**src/rtl/run_ctrl_pkg.sv**
```systemverilog
// Shared types and default sizing for the host run sequencer.
// Imported by the cycle counter and the run controller.
package run_ctrl_pkg;

  typedef enum logic [2:0] {
    IDLE,
    RESET,
    REQ,
    RUN,
    DONE
  } run_state_t;

  localparam int CW_DEF      = 16;
  localparam int RST_CYC_DEF = 2;
  localparam int TMO_CYC_DEF = 16'hFFFF;

endpackage

```
**src/rtl/run_cycle_counter.sv**
```systemverilog
// RUN-cycle counter with synchronous clear and a one-short-of-limit flag.
// The flag lets the controller take the timeout on the edge that reaches TMO_CYC.
module run_cycle_counter
  import run_ctrl_pkg::*;
#(
  parameter int CW      = CW_DEF,
  parameter int TMO_CYC = TMO_CYC_DEF
) (
  input  logic          clk,
  input  logic          reset,
  input  logic          clr,
  input  logic          en,
  output logic [CW-1:0] count,
  output logic          at_limit
);

  localparam logic [CW-1:0] LIM = CW'(TMO_CYC - 1);

  always_ff @(posedge clk) begin
    if (!reset || clr) begin
      count <= '0;
    end else if (en) begin
      count <= count + CW'(1);
    end
  end

  assign at_limit = (count == LIM);

endmodule

```
**src/rtl/core_run_ctrl.sv**
```systemverilog
// Host run sequencer: resets the core, pulses req, counts RUN cycles
// until done or timeout, then reports finished/timeout/cycles.
module core_run_ctrl
  import run_ctrl_pkg::*;
#(
  parameter int CW      = CW_DEF,
  parameter int RST_CYC = RST_CYC_DEF,
  parameter int TMO_CYC = TMO_CYC_DEF
) (
  input  logic          clk,
  input  logic          reset,
  input  logic          start,
  input  logic          core_done,
  output logic          core_rst,
  output logic          core_req,
  output logic          busy,
  output logic          finished,
  output logic          timeout,
  output logic [CW-1:0] cycles
);

  localparam int RW = (RST_CYC > 1) ? $clog2(RST_CYC) : 1;

  run_state_t    state;
  logic [RW-1:0] rst_cnt;
  logic          accept;
  logic          cnt_en;
  logic          at_limit;

  assign accept = (state == IDLE) && start;
  assign cnt_en = (state == RUN) && !core_done;

  run_cycle_counter #(
    .CW      (CW),
    .TMO_CYC (TMO_CYC)
  ) u_cnt (
    .clk      (clk),
    .reset    (reset),
    .clr      (accept),
    .en       (cnt_en),
    .count    (cycles),
    .at_limit (at_limit)
  );

  always_ff @(posedge clk) begin
    if (!reset) begin
      state    <= IDLE;
      core_rst <= 1'b1;
      core_req <= 1'b0;
      busy     <= 1'b0;
      finished <= 1'b0;
      timeout  <= 1'b0;
      rst_cnt  <= '0;
    end else begin
      unique case (state)
        IDLE: begin
          if (start) begin
            state    <= RESET;
            core_rst <= 1'b1;
            busy     <= 1'b1;
            timeout  <= 1'b0;
            rst_cnt  <= RW'(RST_CYC - 1);
          end else begin
            core_rst <= 1'b0;
          end
        end
        RESET: begin
          if (rst_cnt == '0) begin
            state    <= REQ;
            core_rst <= 1'b0;
            core_req <= 1'b1;
          end else begin
            rst_cnt <= rst_cnt - RW'(1);
          end
        end
        REQ: begin
          core_req <= 1'b0;
          state    <= RUN;
        end
        RUN: begin
          // done beats a coincident timeout
          if (core_done) begin
            state    <= DONE;
            finished <= 1'b1;
            timeout  <= 1'b0;
          end else if (at_limit) begin
            state    <= DONE;
            finished <= 1'b1;
            timeout  <= 1'b1;
          end
        end
        DONE: begin
          finished <= 1'b0;
          busy     <= 1'b0;
          state    <= IDLE;
        end
        default: state <= IDLE;
      endcase
    end
  end

endmodule
```
**config.mk**
```make
export PLATFORM = sky130hd
export DESIGN_NAME = core_run_ctrl
export DESIGN_NICKNAME = d
export VERILOG_FILES = /design/src/rtl/run_ctrl_pkg.sv /design/src/rtl/run_cycle_counter.sv /design/src/rtl/core_run_ctrl.sv
export SDC_FILE = /design/constraint.sdc
export NUM_CORES = 1
export LEC_CHECK = 0
export ABC_AREA = 1
export CORE_MARGIN = 10
export CORE_UTILIZATION = 48
export CTS_BUF_LIST = sky130_fd_sc_hd__clkbuf_8
export CTS_CLUSTER_SIZE = 30
export DETAILED_ROUTE_END_ITERATION = 7
export GPL_TIMING_DRIVEN = 0
export PLACE_DENSITY = 0.79
export SLEW_MARGIN = 20
export SYNTH_ARGS = -nofsm -noshare
export SYNTH_HDL_FRONTEND = slang
export SYNTH_SLANG_ARGS = --single-unit
```
**constraint.sdc**
```tcl
create_clock -name clk -period 1.2 [get_ports clk]
set_input_delay 0.24 -clock clk [delete_from_list [all_inputs] [get_ports clk]]
set_output_delay 0.24 -clock clk [all_outputs]
set_load 0.05 [all_outputs]
```
After elaboration in Yosys (flattened, before gate mapping)
Cells that the tools add are included.
W data, S select, Z words.
- multipliers: 0
- shift operators: 0
- mux-type cells: 20
- equal/unequal tests: 8
- bitwise logic cells: 0
- $add $sub $neg: 2
- divide/modulo/power cells: 0
- order comparisons: 0
- reduce and logical (&&, ||, !) cells: 18
- operators with widths (kind ; count):
    $add A16 B1 Y16 const B ; 1
    $eq A16 B16 Y1 const B ; 1
    $mux W3 ; 4
    $pmux W1 S2 ; 6
    $pmux W3 S4 ; 1
    $reduce_and A2 Y1 ; 5
    $reduce_bool A2 Y1 ; 5
    $mux W1 ; 9
    $eq A3 B2 Y1 const B ; 2
    $reduce_and A3 Y1 ; 2
    $ne A2 B2 Y1 const B ; 2
    $eq A3 B1 Y1 const B ; 1
    $eq A3 B3 Y1 const B ; 1
    $logic_not A3 Y1 ; 1
    $ne A3 B3 Y1 const B ; 1
    $logic_and A1 B1 Y1 ; 2
    $logic_not A1 Y1 ; 2
    $logic_or A1 B1 Y1 ; 1
    $sub A1 B1 Y1 const B ; 1
- memories kept: 0
- input bits: 4
- output and inout bits: 21
- bits in writable memories: 0
- register bits: 25
- memory bits (read-only): 0
- word-level logic and storage cells: 56
- latch bits: 0

Longest topological paths before layout
Gate-level depths: netlist of run 1.
- depth after elaboration: 4
- gate-level depth with buffers: 10
- mapped depth without buffers: 10

Cells and area by module
Synthesis of run 1 repeated with hierarchy kept, for this count alone.
- cell total of the unflattened synthesis: 180
- area total of the unflattened synthesis: 1260.0 sq um
- modules (own cells, without submodules) (module ; sequential area each (sq um) ; area an instance (sq um) ; cells an instance ; instances):
    run_cycle_counter ; 320.3 ; 848.3 ; 126 ; 1
    core_run_ctrl ; 180.2 ; 411.6 ; 54 ; 1

Worst setup path before layout of run 1
No wires, ideal clock.
- kind: register to register
- start: reg u_cnt.count[0]
- end: reg timeout
- data arrival time: 1587 ps
- library setup time: 109 ps
- required time: 1091 ps
- path buffers: 0
- cell stages (with the launch flop): 11
- setup slack: -496 ps
- clock period less this slack: 1696 ps
- cell sequence: dfxtp_1 -> inv_2 -> ha_1 -> nand2_1 -> nor2_1 -> nand2_1 -> nor2_1 -> o21bai_1 -> nand3_1 -> nand2_1 -> inv_1
- word-level cells in the longest chain between the ends: 3
- ends and longest elaborated chain (element ; RTL line ; RTL):
    from (decl) ; run_cycle_counter.sv:13 ; output logic [CW-1:0] count,
    from (signal assigned) ; run_cycle_counter.sv:23 ; count <= count + CW'(1);
    $eq A16 B16 Y1 ; run_cycle_counter.sv:27 ; assign at_limit = (count == LIM);
    $ne A3 B3 Y1 (no source line) ; n/a ;
    $reduce_and A3 Y1 (no source line) ; n/a ;
    to (signal assigned) ; core_run_ctrl.sv:52 ; timeout <= 1'b0;
    to (signal assigned) ; core_run_ctrl.sv:61 ; timeout <= 1'b0;
    to (signal assigned) ; core_run_ctrl.sv:85 ; timeout <= 1'b0;
    to (decl) ; core_run_ctrl.sv:18 ; output logic timeout,
Every way passes these cells.
A chain may end at the register's enable or synchronous reset.

Final worst setup path of run 1
Ends and elaborated chain as after synthesis.

==> metrics.md, run 1 <==
| Metric | Value |
|---|---|
| Run status | `finished with violations` |
| Failing checks | `negative setup slack` |
| Startpoint type of the worst setup path | `flop` |
| Combined area of all synthesized cells | `1340 um2` |
| Final WL | `approximately 3600 um` |
| Detail-routed net length per standard cell | `12.9 um` |
| Router iterations before antenna repair | `4` |
| Type of destination of the critical path | `flop` |
| Synth Net Count | `around 200` |
| Clock-pin transition on the worst setup and hold timing paths | `90 ps` |
| RePlAce Congestion | `0.846` |
| Overall overflow remaining after global route | `0` |
| Hold slack | `about 470 ps` |
| Fraction of layout cells with a size suffix above 1 | `0.435` |
| Number of buffers on the longest clock path | `2` |
| Async set-or-reset flop fraction in the synthesized netlist | `0` |
| Net switching power | `0.550 mW` |
| TNS Setup | `-266 ps` |
| Number of global-route vias before repair | `1,266` |
| Pins Over Slew Limit | `0` |
| H-tree levels | `1` |
| Number of buffer cells added on primary ports | `24` |
| Core outline area | `2710 um2` |
| Most frequent cells in the layout | `56 x sky130_fd_sc_hd__nand2_1, 19 x sky130_fd_sc_hd__nor2_1, 17 x sky130_fd_sc_hd__inv_1, 17 x sky130_fd_sc_hd__buf_2, 16 x sky130_fd_sc_hd__buf_4` |
| FF-to-FF Start | `u_cnt.count[0]` |
| Crit path launch | `u_cnt.count[0]` |
| Worst slack, placed | `-338 ps` |
| Minimum setup slack among reg-to-reg paths | `-70 ps` |
| Max Clk Rate | `786 MHz` |
| Min Clock Period, post-route | `roughly 1300 ps` |
| Power density over the cells | `905 nW/um2` |
| Count of distinct cell types in the synthesized netlist | `25` |
| Relative slew slack | `0.822` |
| Aggregate global-route resource usage | `0.122` |
| Slew at the pin closest to its max-slew limit | `267 ps` |
| Worst Path Arrival | `1450 ps` |
| Mean post-synth cell area | `6.73 um2` |
| Highest net fanout along the worst path | `5` |
| Combinational share of power | `0.205` |
| Class of the worst hold path | `flop to flop` |
| Number of standard cells in the final layout excluding fillers | `about 280` |
| Required time at the worst-slack endpoint | `1380 ps` |
| Initial DRC count | `76` |
| HPWL reported at the end of detailed placement | `~2400 um` |
| Final design area excluding fillers | `1950 um2` |
| Number of clock buffers inserted by TritonCTS | `3` |
| Layout area overhead | `45.7%` |
| Cell area reported after detailed placement | `1710 um2` |
| Top flip-flop cell by instance count after synthesis | `sky130_fd_sc_hd__dfxtp_1` |
| Reported leakage power | `~0.84 nW` |
| TritonCTS clock tree | `yes` |
| Dpl cells | `between 200 and 300` |
| Total die area | `between 5000 and 6000 um2` |
| Initial antenna violation count | `0` |
| Number of DRC violations after detailed routing | `0` |
| Number of failing setup endpoints in the final timing report | `8` |
| Switching portion of total power | `0.311` |
| Initial core utilization | `0.494` |
| Pin count of the biggest net entering global routing | `16` |
| CTS sink cnt | `25` |
| Wire length of the first global-routing pass | `5430 um` |
| Critical hold path startpoint | `finished` |
| Number of routed nets with antenna violations | `0` |
| Hold-fix buffers at CTS | `0` |
| Setup CP Type | `flop to flop` |
| Clock latency at the later pin of the worst-skew pair | `270 ps` |
| Number of nets in the finished design | `~250` |
| Setup Skew | `approximately 1.8 ps` |
| Post-synthesis register bit count | `25` |
| Proportion of power drawn by flip-flops and latches | `0.499` |
| Vias post-DR | `1,424` |
| Slack of the critical path | `-72.3 ps` |
| Height of the die | `72.8 um` |
| Max-cap violations | `0` |
| I/O pin cnt | `25` |
| Part of the cycle the worst path needs | `1.06` |
| Inserted Diodes | `0` |
| Peak supply drop | `0.764 mV` |
| Most common cell after layout, fill and taps aside | `sky130_fd_sc_hd__nand2_1` |
| Root Buffer | `sky130_fd_sc_hd__clkbuf_8` |
| Routed vias/inst | `5.14` |
| Number of enable-type register cells in the synthesized netlist | `0` |
| Width of the die | `around 73 um` |
| Sequential cell area fraction in the yosys report | `0.374` |
| Cell count after synthesis | `~200` |
| Internal | `1.22 mW` |
| Unrepaired setup endpoints after global routing | `true` |
| Final Hold Viols | `0` |
| Number of rows in the core area | `19` |
| YS warnings | `0` |
| Clock group share of total power | `0.296` |
cell usage after synthesis (2+ instances only):
| library cell | number | share of area |
|---|---|---|
| sky130_fd_sc_hd__a21oi_1 | 17 | 0.064 |
| sky130_fd_sc_hd__o21ai_0 | 8 | 0.030 |
| sky130_fd_sc_hd__inv_1 | 19 | 0.053 |
| sky130_fd_sc_hd__o21bai_1 | 3 | 0.017 |
| sky130_fd_sc_hd__xnor2_1 | 2 | 0.013 |
| sky130_fd_sc_hd__nand4_1 | 4 | 0.019 |
| sky130_fd_sc_hd__inv_2 | 2 | 0.0056 |
| sky130_fd_sc_hd__nand2_1 | 67 | 0.19 |
| sky130_fd_sc_hd__ha_1 | 2 | 0.019 |
| sky130_fd_sc_hd__nand3_1 | 8 | 0.030 |
| sky130_fd_sc_hd__nor2_4 | 2 | 0.017 |
| sky130_fd_sc_hd__dfxtp_1 | 25 | 0.37 |
| sky130_fd_sc_hd__or2_1 | 2 | 0.0093 |
| sky130_fd_sc_hd__nor2_1 | 27 | 0.076 |
per-layer routing:
layer / share of wire / wire [um] / track usage
met1: 0.44 / 1580 / 0.146
met2: 0.49 / 1730 / 0.199
met3: 0.048 / 171 / 0.0313
met4: 0.022 / 77 / 0.0549
met5: 0 / 0 / 0
sequential cells by signal, summed over array words and instances, names as in the netlist:
name and flops:
busy 1, core_req 1, core_rst 1, finished 1
rst_cnt 1, state 3, timeout 1, u_cnt.count 16
cells by family after synthesis:
kind of cell | after synthesis | synth area share
flip-flops | 25 | 0.374
adder cells (fa/ha/maj) | 2 | 0.0187
AND/OR/NAND/NOR | 117 | 0.403
AO/OA/AOI/OAI | 29 | 0.115
XOR/XNOR | 2 | 0.0131
buffers and inverters | 23 | 0.0692
multiplexers | 1 | 0.00748
power groups by stage:
stage,sequential (mW),combinational [mW],clock (mW)
final,0.881,0.363,0.522
after global routing,0.887,0.392,0.554
after CTS,0.877,0.341,0.522
after detailed placement,0.894,0.316,0
after global placement,0.891,0.312,0
after floorplan,0.969,0.145,0
per-stage QoR:
stage	utilization	total power [mW]
2_1_floorplan	-	1.11
3_3_place_gp	0.629	1.20
3_5_place_dp	0.629	1.21
4_1_cts	0.648	1.74
5_1_grt	0.720	1.83
6_report	0.720	1.77
layout make-up:
class / instances / area [um2]
Multi-Input combinational cell: 151 / 898
Inverter: 22 / 87.6
Buffer: 1 / 7.51
Sequential cell: 25 / 557
Timing Repair Buffer: 43 / 314
Tap cell: 31 / 38.8
Clock buffer: 3 / 41.3
Clock inverter: 1 / 6.26
Fill cell: 208 / 759
critical path: stages (launching register included):
cell	delay, ps
sky130_fd_sc_hd__dfxtp_4	400
sky130_fd_sc_hd__inv_4	50
sky130_fd_sc_hd__ha_4	150
sky130_fd_sc_hd__nand2_4	70
sky130_fd_sc_hd__nor2_4	40
sky130_fd_sc_hd__nand2_2	70
sky130_fd_sc_hd__nor2_2	40
sky130_fd_sc_hd__o21bai_2	160
sky130_fd_sc_hd__nand3_1	100
sky130_fd_sc_hd__nand2_1	70
sky130_fd_sc_hd__inv_1	30
final timing paths:
kind	endpoint	cells past startpoint
max reg2reg	timeout	10
min reg2reg	finished	2
min	finished	2
max	timeout	10
repair_timing:
item,4_1_cts,5_1_grt
setup buffers,8,11
gates resized for setup,122,35
pin swaps,11,18
endpoints found under the setup margin,44,28
No activity file was read; power rests on OpenSTA's default activity.
==> run 2, diff against run 1 <==
Settings changed: CORE_MARGIN 10 to 1.5, CTS_CLUSTER_SIZE 30 to 25.
==> metrics.md, run 2 (synthesized netlist as in run 1, its figures left out) <==
| Metric | Value |
|---|---|
| Run status | `finished with violations (unchanged)` |
| Failing checks | `negative setup slack (unchanged)` |
| Hold slack | `467 ps (was 470 ps)` |
| Initial core utilization | `0.521 (was 0.494)` |
| Final design utilization | `0.764 (was 0.720)` |
| Pin count of the biggest net entering global routing | `14 (was 16)` |
| Core outline area | `2570 um2 (was 2710 um2)` |
| RePlAce Congestion | `0.812 (was 0.846)` |
| Pins Over Slew Limit | `0 (unchanged)` |
| Number of nets in the finished design | `252 (was 253)` |
| Reported leakage power | `0.839 nW (was 0.845 nW)` |
| Number of DRC violations after detailed routing | `0 (unchanged)` |
| Final WL | `3900 um (was 3560 um)` |
| Final Hold Viols | `0 (unchanged)` |
| Overall overflow remaining after global route | `0 (unchanged)` |
| HPWL reported at the end of detailed placement | `2360 um (about the same)` |
| I/O pin cnt | `25 (unchanged)` |
| Height of the die | `55.8 um (was 72.8 um)` |
| Part of the cycle the worst path needs | `1.09 (was 1.06)` |
| Top flop regs | `u_cnt.count x16, state x3 (unchanged)` |
| Vias post-DR | `1,493 (was 1,424)` |
| TritonCTS clock tree | `yes (unchanged)` |
| Most frequent cells in the layout | `54 x sky130_fd_sc_hd__nand2_1, 19 x sky130_fd_sc_hd__buf_2, 17 x sky130_fd_sc_hd__inv_1, 17 x sky130_fd_sc_hd__nor2_1 (was 56 x sky130_fd_sc_hd__nand2_1, 19 x sky130_fd_sc_hd__nor2_1, 17 x sky130_fd_sc_hd__inv_1, 17 x sky130_fd_sc_hd__buf_2, 16 x sky130_fd_sc_hd__buf_4)` |
| Width of the die | `55.8 um (was 72.8 um)` |
| H-tree levels | `1 (unchanged)` |
| Dpl cells | `253 (was 254)` |
| Hold-fix buffers at CTS | `0 (unchanged)` |
| Startpoint type of the worst setup path | `flop (unchanged)` |
| Area taken by flip-flops and latches | `554 um2 (was 557 um2)` |
| Most common cell after layout, fill and taps aside | `sky130_fd_sc_hd__nand2_1 (unchanged)` |
| CP bufs+invs | `2 (unchanged)` |
| Number of buffers on the longest clock path | `2 (unchanged)` |
| Max-cap violations | `0 (unchanged)` |
| Number of clock buffers inserted by TritonCTS | `3 (unchanged)` |
| Crit path launch | `u_cnt.count[0] (unchanged)` |
| Setup Skew | `2.67 ps (was 1.76 ps)` |
| Kind of cell with the highest combined delay on the critical path | `flip-flops (unchanged)` |
| Unrepaired setup endpoints after global routing | `true (unchanged)` |
| Area used by multi-input combinational logic | `912 um2 (was 898 um2)` |
| Number of rows in the core area | `18 (was 19)` |
| Detail-routed net length per standard cell | `14.2 um (was 12.9 um)` |
| Initial DRC count | `66 (was 76)` |
| Longest individual stage delay on the worst path | `370 ps (was 400 ps)` |
| Endpoint of the lowest-slack register-to-register path | `finished (was timeout)` |
| Slew at the pin closest to its max-slew limit | `302 ps (was 267 ps)` |
| Required time at the worst-slack endpoint | `1400 ps (was 1380 ps)` |
| Min Clock Period, post-route | `1310 ps (was 1270 ps)` |
| Layout area overhead | `46.4% (was 45.7%)` |
| Clock-pin transition on the worst setup and hold timing paths | `90 ps (about the same)` |
| Depth of the worst hold-timing path | `2 (unchanged)` |
| Cells on worst reg2reg path | `9 (was 10)` |
| Cell at the slowest stage of the critical path | `sky130_fd_sc_hd__dfxtp_4 (unchanged)` |
| Aggregate global-route resource usage | `0.234 (was 0.122)` |
| Initial antenna violation count | `0 (unchanged)` |
| Max Clk Rate | `764 MHz (was 786 MHz)` |
| Most flops, register | `u_cnt.count (unchanged)` |
| Minimum setup slack among reg-to-reg paths | `-110 ps (was -70 ps)` |
| Fraction of layout cells with a size suffix above 1 | `0.441 (was 0.435)` |
| Number of buffer cells added on primary ports | `24 (unchanged)` |
| Inserted Diodes | `0 (unchanged)` |
| Number of failing setup endpoints in the final timing report | `12 (was 8)` |
| Root Buffer | `sky130_fd_sc_hd__clkbuf_8 (unchanged)` |
| Count of fill cells added during filler insertion | `180 (was 208)` |
| Number of standard cells in the final layout excluding fillers | `275 (was 277)` |
| Peak supply drop | `0.975 mV (was 0.764 mV)` |
| Type of destination of the critical path | `flop (unchanged)` |
| Power density over the cells | `888 nW/um2 (was 905 nW/um2)` |
| Hold Crit Endpoint | `core_req (was finished)` |
| Routed vias/inst | `5.43 (was 5.14)` |
| Relative slew slack | `0.799 (was 0.822)` |
| TNS Setup | `-542 ps (was -266 ps)` |
| Class of the worst hold path | `flop to flop (unchanged)` |
| Clock latency at the later pin of the worst-skew pair | `260 ps (was 270 ps)` |
| Highest net fanout along the worst path | `4 (was 5)` |
| Worst Path Arrival | `1510 ps (was 1450 ps)` |
| CTS sink cnt | `25 (unchanged)` |
| Router iterations before antenna repair | `4 (unchanged)` |
| Setup CP Type | `flop to flop (unchanged)` |
| Slack of the critical path | `-109 ps (was -72.3 ps)` |
| Max FFs per register | `16 (unchanged)` |
| Total die area | `3110 um2 (was 5300 um2)` |
| Number of global-route vias before repair | `1,351 (was 1,266)` |
| Sequence of cells on the critical path | `inv_4, ha_4, nand2_4, nor2_4, nand2_2, nor2_2, o21bai_2, buf_4, a21oi_2 (was inv_4, ha_4, nand2_4, nor2_4, nand2_2, nor2_2, o21bai_2, nand3_1, nand2_1, inv_1)` |
| Wire length of the first global-routing pass | `6000 um (was 5430 um)` |
| Number of routed nets with antenna violations | `0 (unchanged)` |
| Critical hold path startpoint | `core_req (was finished)` |
| FF-to-FF Start | `u_cnt.count[0] (unchanged)` |
run 2: what timing repair did:
action	in CTS	in global routing
buffers inserted	9	9
setup endpoints to repair	44	26
resized for setup	114	49
pin swaps	10	19
run 2: layout make-up:
type	instances	share of cell area
inverter	22	0.0485
timing repair buffer	42	0.158
clock inverter	1	0.00191
buffer	1	0.00383
clock buffer	3	0.0211
multi-input combinational	151	0.465
sequential	25	0.283
tap	30	0.0191
run 2: per-stage QoR:
stage | power, mW | cell area [um2] | setup WS, ps
after floorplan | 1.11 | 1430 | -137
after global placement | 1.20 | 1700 | -330
after detailed placement | 1.21 | 1700 | -359
after CTS | 1.70 | 1760 | -141
after global routing | 1.82 | 1960 | -179
final | 1.74 | 1960 | -109
run 2: layer usage:
layer | vias up | part of all wire | routed length (um) | global-route usage
met1 | 694 | 0.43 | 1690 | 0.329
met4 | 0 | 0.035 | 136 | 0.0782
met5 | - | 0 | 0 | 0
met2 | 55 | 0.47 | 1850 | 0.369
met3 | 16 | 0.059 | 229 | 0.0349
li1 | 728 | - | - | -
run 2: power breakdown:
part	switching [mW]	total (mW)	internal (mW)
sequential	0.0361	0.880	0.844
combinational	0.242	0.374	0.131
clock	0.259	0.488	0.229
total	0.537	1.74	1.20
run 2: worst max-delay path by stage:
stage,to,slack (ps),depth (start not counted)
floorplan,timeout,-140,10
global placement,u_cnt.count[10],-330,7
detailed placement,u_cnt.count[10],-360,7
CTS,finished,-140,9
global route,u_cnt.count[8],-180,8
finish,finished,-110,9
run 2: worst register-to-register path, cell delays in order (launching register included):
cell and delay [ps]:
sky130_fd_sc_hd__dfxtp_4 370, sky130_fd_sc_hd__inv_4 70, sky130_fd_sc_hd__ha_4 130, sky130_fd_sc_hd__nand2_4 50, sky130_fd_sc_hd__nor2_4 90, sky130_fd_sc_hd__nand2_2 60, sky130_fd_sc_hd__nor2_2 110, sky130_fd_sc_hd__o21bai_2 90
sky130_fd_sc_hd__buf_4 150, sky130_fd_sc_hd__a21oi_2 130
==> run 3, diff against run 2 <==
--- a/config.mk
+++ b/config.mk
@@ -8,10 +8,11 @@
 export ABC_AREA = 1
 export CORE_MARGIN = 1.5
-export CORE_UTILIZATION = 48
+export CORE_UTILIZATION = 55
 export CTS_BUF_LIST = sky130_fd_sc_hd__clkbuf_8
 export CTS_CLUSTER_SIZE = 25
 export DETAILED_ROUTE_END_ITERATION = 7
+export DONT_BUFFER_PORTS = 1
 export GPL_TIMING_DRIVEN = 0
-export PLACE_DENSITY = 0.79
+export PLACE_DENSITY = 0.75
 export SLEW_MARGIN = 20
 export SYNTH_ARGS = -nofsm -noshare
==> constraint.sdc (replaced) <==
create_clock -name clk -period 1.2 [get_ports clk]
set_input_delay 0.3 -clock clk [delete_from_list [all_inputs] [get_ports clk]]
set_output_delay 0.3 -clock clk [all_outputs]
set_load 0.05 [all_outputs]
==> metrics.md, run 3 (synthesized netlist as in run 1, its figures left out) <==
| Metric | Value |
|---|---|
| Number of global-route vias before repair | `1,220 (was 1,351)` |
| Final WL | `3780 um (was 3900 um)` |
| Number of buffer cells added on primary ports | `0 (was 24)` |
| Cells on worst reg2reg path | `8 (was 9)` |
| Slack of the critical path | `-277 ps (was -109 ps)` |
| Height of the die | `52.3 um (was 55.8 um)` |
| Max-cap violations | `0 (unchanged)` |
| I/O pin cnt | `25 (unchanged)` |
| Startpoint type of the worst setup path | `flop (unchanged)` |
| Failing checks | `negative setup slack (unchanged)` |
| Wire length of the first global-routing pass | `5320 um (was 6000 um)` |
| Total power after layout | `1.77 mW (was 1.74 mW)` |
| Overall overflow remaining after global route | `0 (unchanged)` |
| Max Clk Rate | `677 MHz (was 764 MHz)` |
| Setup CP Type | `flop to flop (unchanged)` |
| TritonCTS clock tree | `yes (unchanged)` |
| Number of nets in the finished design | `221 (was 252)` |
| TNS Setup | `-2540 ps (was -542 ps)` |
| Initial DRC count | `49 (was 66)` |
| Unrepaired setup endpoints after global routing | `true (unchanged)` |
| RePlAce Congestion | `0.861 (was 0.812)` |
| Critical hold path startpoint | `reset (was core_req)` |
| Top flop regs | `u_cnt.count x16, state x3 (unchanged)` |
| Most flops, register | `u_cnt.count (unchanged)` |
| Class of the worst hold path | `input pin to flop (was flop to flop)` |
| Sequence of cells on the critical path | `ha_4, nand2_2, nor2_2, nand2_1, o21ai_1, nand4_1, nand2_1, inv_1 (was inv_4, ha_4, nand2_4, nor2_4, nand2_2, nor2_2, o21bai_2, buf_4, a21oi_2)` |
| Peak supply drop | `0.952 mV (was 0.975 mV)` |
| Power density over the cells | `975 nW/um2 (was 888 nW/um2)` |
| Router iterations before antenna repair | `4 (unchanged)` |
| Most common cell after layout, fill and taps aside | `sky130_fd_sc_hd__nand2_1 (unchanged)` |
| Type of destination of the critical path | `flop (unchanged)` |
| Relative slew slack | `0.768 (was 0.799)` |
| H-tree levels | `1 (unchanged)` |
| Part of the cycle the worst path needs | `1.23 (was 1.09)` |
| Hold-fix buffers at CTS | `0 (unchanged)` |
| Number of routed nets with antenna violations | `0 (unchanged)` |
| Max FFs per register | `16 (unchanged)` |
| Depth of the worst hold-timing path | `4 (was 2)` |
| Pins Over Slew Limit | `0 (unchanged)` |
| CP dominant cell by count | `sky130_fd_sc_hd__nand2_1` |
| Final design area excluding fillers | `1820 um2 (was 1960 um2)` |
| Worst Path Arrival | `1670 ps (was 1510 ps)` |
| Min Clock Period, post-route | `1480 ps (was 1310 ps)` |
| Initial antenna violation count | `0 (unchanged)` |
| Clock-pin transition on the worst setup and hold timing paths | `100 ps (was 90 ps)` |
| Required time at the worst-slack endpoint | `1390 ps (was 1400 ps)` |
| Fraction of layout cells with a size suffix above 1 | `0.402 (was 0.441)` |
| Root Buffer | `sky130_fd_sc_hd__clkbuf_8 (unchanged)` |
| Setup Skew | `3.99 ps (was 2.67 ps)` |
| Most frequent cells in the layout | `52 x sky130_fd_sc_hd__nand2_1, 20 x sky130_fd_sc_hd__nor2_1, 17 x sky130_fd_sc_hd__inv_1, 15 x sky130_fd_sc_hd__dfxtp_4, 14 x sky130_fd_sc_hd__a21oi_1 (was 54 x sky130_fd_sc_hd__nand2_1, 19 x sky130_fd_sc_hd__buf_2, 17 x sky130_fd_sc_hd__inv_1, 17 x sky130_fd_sc_hd__nor2_1)` |
| Number of rows in the core area | `17 (was 18)` |
| Total die area | `2740 um2 (was 3110 um2)` |
| Highest net fanout along the worst path | `5 (was 4)` |
| Slew at the pin closest to its max-slew limit | `348 ps (was 302 ps)` |
| Core outline area | `2250 um2 (was 2570 um2)` |
| Number of failing setup endpoints in the final timing report | `19 (was 12)` |
| HPWL reported at the end of detailed placement | `2300 um (was 2360 um)` |
| Final design utilization | `0.806 (was 0.764)` |
| Cell at the slowest stage of the critical path | `sky130_fd_sc_hd__dfxtp_4 (unchanged)` |
| Longest individual stage delay on the worst path | `510 ps (was 370 ps)` |
| Reported leakage power | `0.744 nW (was 0.839 nW)` |
| Inserted Diodes | `0 (unchanged)` |
| Width of the die | `52.3 um (was 55.8 um)` |
| Number of clock buffers inserted by TritonCTS | `3 (unchanged)` |
| Crit path launch | `u_cnt.count[1] (was u_cnt.count[0])` |
| Worst slack, placed | `-289 ps (was -359 ps)` |
| Initial core utilization | `0.594 (was 0.521)` |
| Number of buffers on the longest clock path | `2 (unchanged)` |
| Layout area overhead | `35.7% (was 46.4%)` |
| Final Hold Viols | `0 (unchanged)` |
| Routed vias/inst | `5.60 (was 5.43)` |
| Vias post-DR | `1,355 (was 1,493)` |
| CTS sink cnt | `25 (unchanged)` |
| Aggregate global-route resource usage | `0.265 (was 0.234)` |
| Pin count of the biggest net entering global routing | `16 (was 14)` |
| FF-to-FF Start | `u_cnt.count[1] (was u_cnt.count[0])` |
| Run status | `finished with violations (unchanged)` |
| Clock latency at the later pin of the worst-skew pair | `280 ps (was 260 ps)` |
| Cell area reported after detailed placement | `1460 um2 (was 1700 um2)` |
| Detail-routed net length per standard cell | `15.6 um (was 14.2 um)` |
| Number of DRC violations after detailed routing | `0 (unchanged)` |
-- run 3: changes by cell type in the layout (fill, tap and decap cells not counted), moves of 3 or more --
cell / before / now
sky130_fd_sc_hd__nand2_4: 6 / 9
sky130_fd_sc_hd__buf_4: 14 / 6
sky130_fd_sc_hd__o21ai_0: 5 / 2
sky130_fd_sc_hd__nor2_1: 17 / 20
sky130_fd_sc_hd__buf_2: 19 / 0
sky130_fd_sc_hd__dfxtp_4: 12 / 15
sky130_fd_sc_hd__o21ai_1: 2 / 5
sky130_fd_sc_hd__dfxtp_1: 6 / 1
-- run 3: report_power, final --
group | switching, mW | internal, mW
Sequential | 0.122 | 0.845
Clock | 0.308 | 0.239
Combinational | 0.148 | 0.109
Total | 0.578 | 1.19
-- run 3: final timing paths --
path / endpoint / slack, ps
min: state[0] / 210
max reg2reg: state[0] / -280
max: state[0] / -280
min reg2reg: rst_cnt / 480
-- run 3: layout make-up --
class / instances / area [um2]
plain buffers: 1 / 11.3
clock buffers: 3 / 41.3
clock inverters: 1 / 6.26
fillers: 140 / 438
inverters: 22 / 90.1
multi-input cells: 151 / 946
flip-flops and latches: 25 / 568
well taps: 28 / 35.0
repair buffers: 11 / 119
-- run 3: metal layers --
layer	up-vias	track usage	wire [um]
li1	665	-	-
met1	635	0.339	1590
met2	46	0.425	1870
met3	9	0.0657	218
met4	0	0.107	93
met5	-	0	0
-- run 3: stage by stage --
step,hold slack [ps],instances
6_report,214,242
5_1_grt,218,242
4_1_cts,197,234
3_5_place_dp,462,227
3_3_place_gp,458,227
2_1_floorplan,448,199
-- run 3: timing repair --
| item | CTS | global route |
|---|---|---|
| gates resized for setup | 27 | 37 |
| pin swaps | 12 | 10 |
| setup buffers | 3 | 8 |
| endpoints found under the setup margin | 28 | 24 |
-- run 3: worst max-delay path, delay by kind of cell (launching register included) --
kind	cells	cell delay, ps
compound gates	1	180
simple gates	5	500
flops	1	510
fa+ha+maj	1	170
buf+inv	1	30
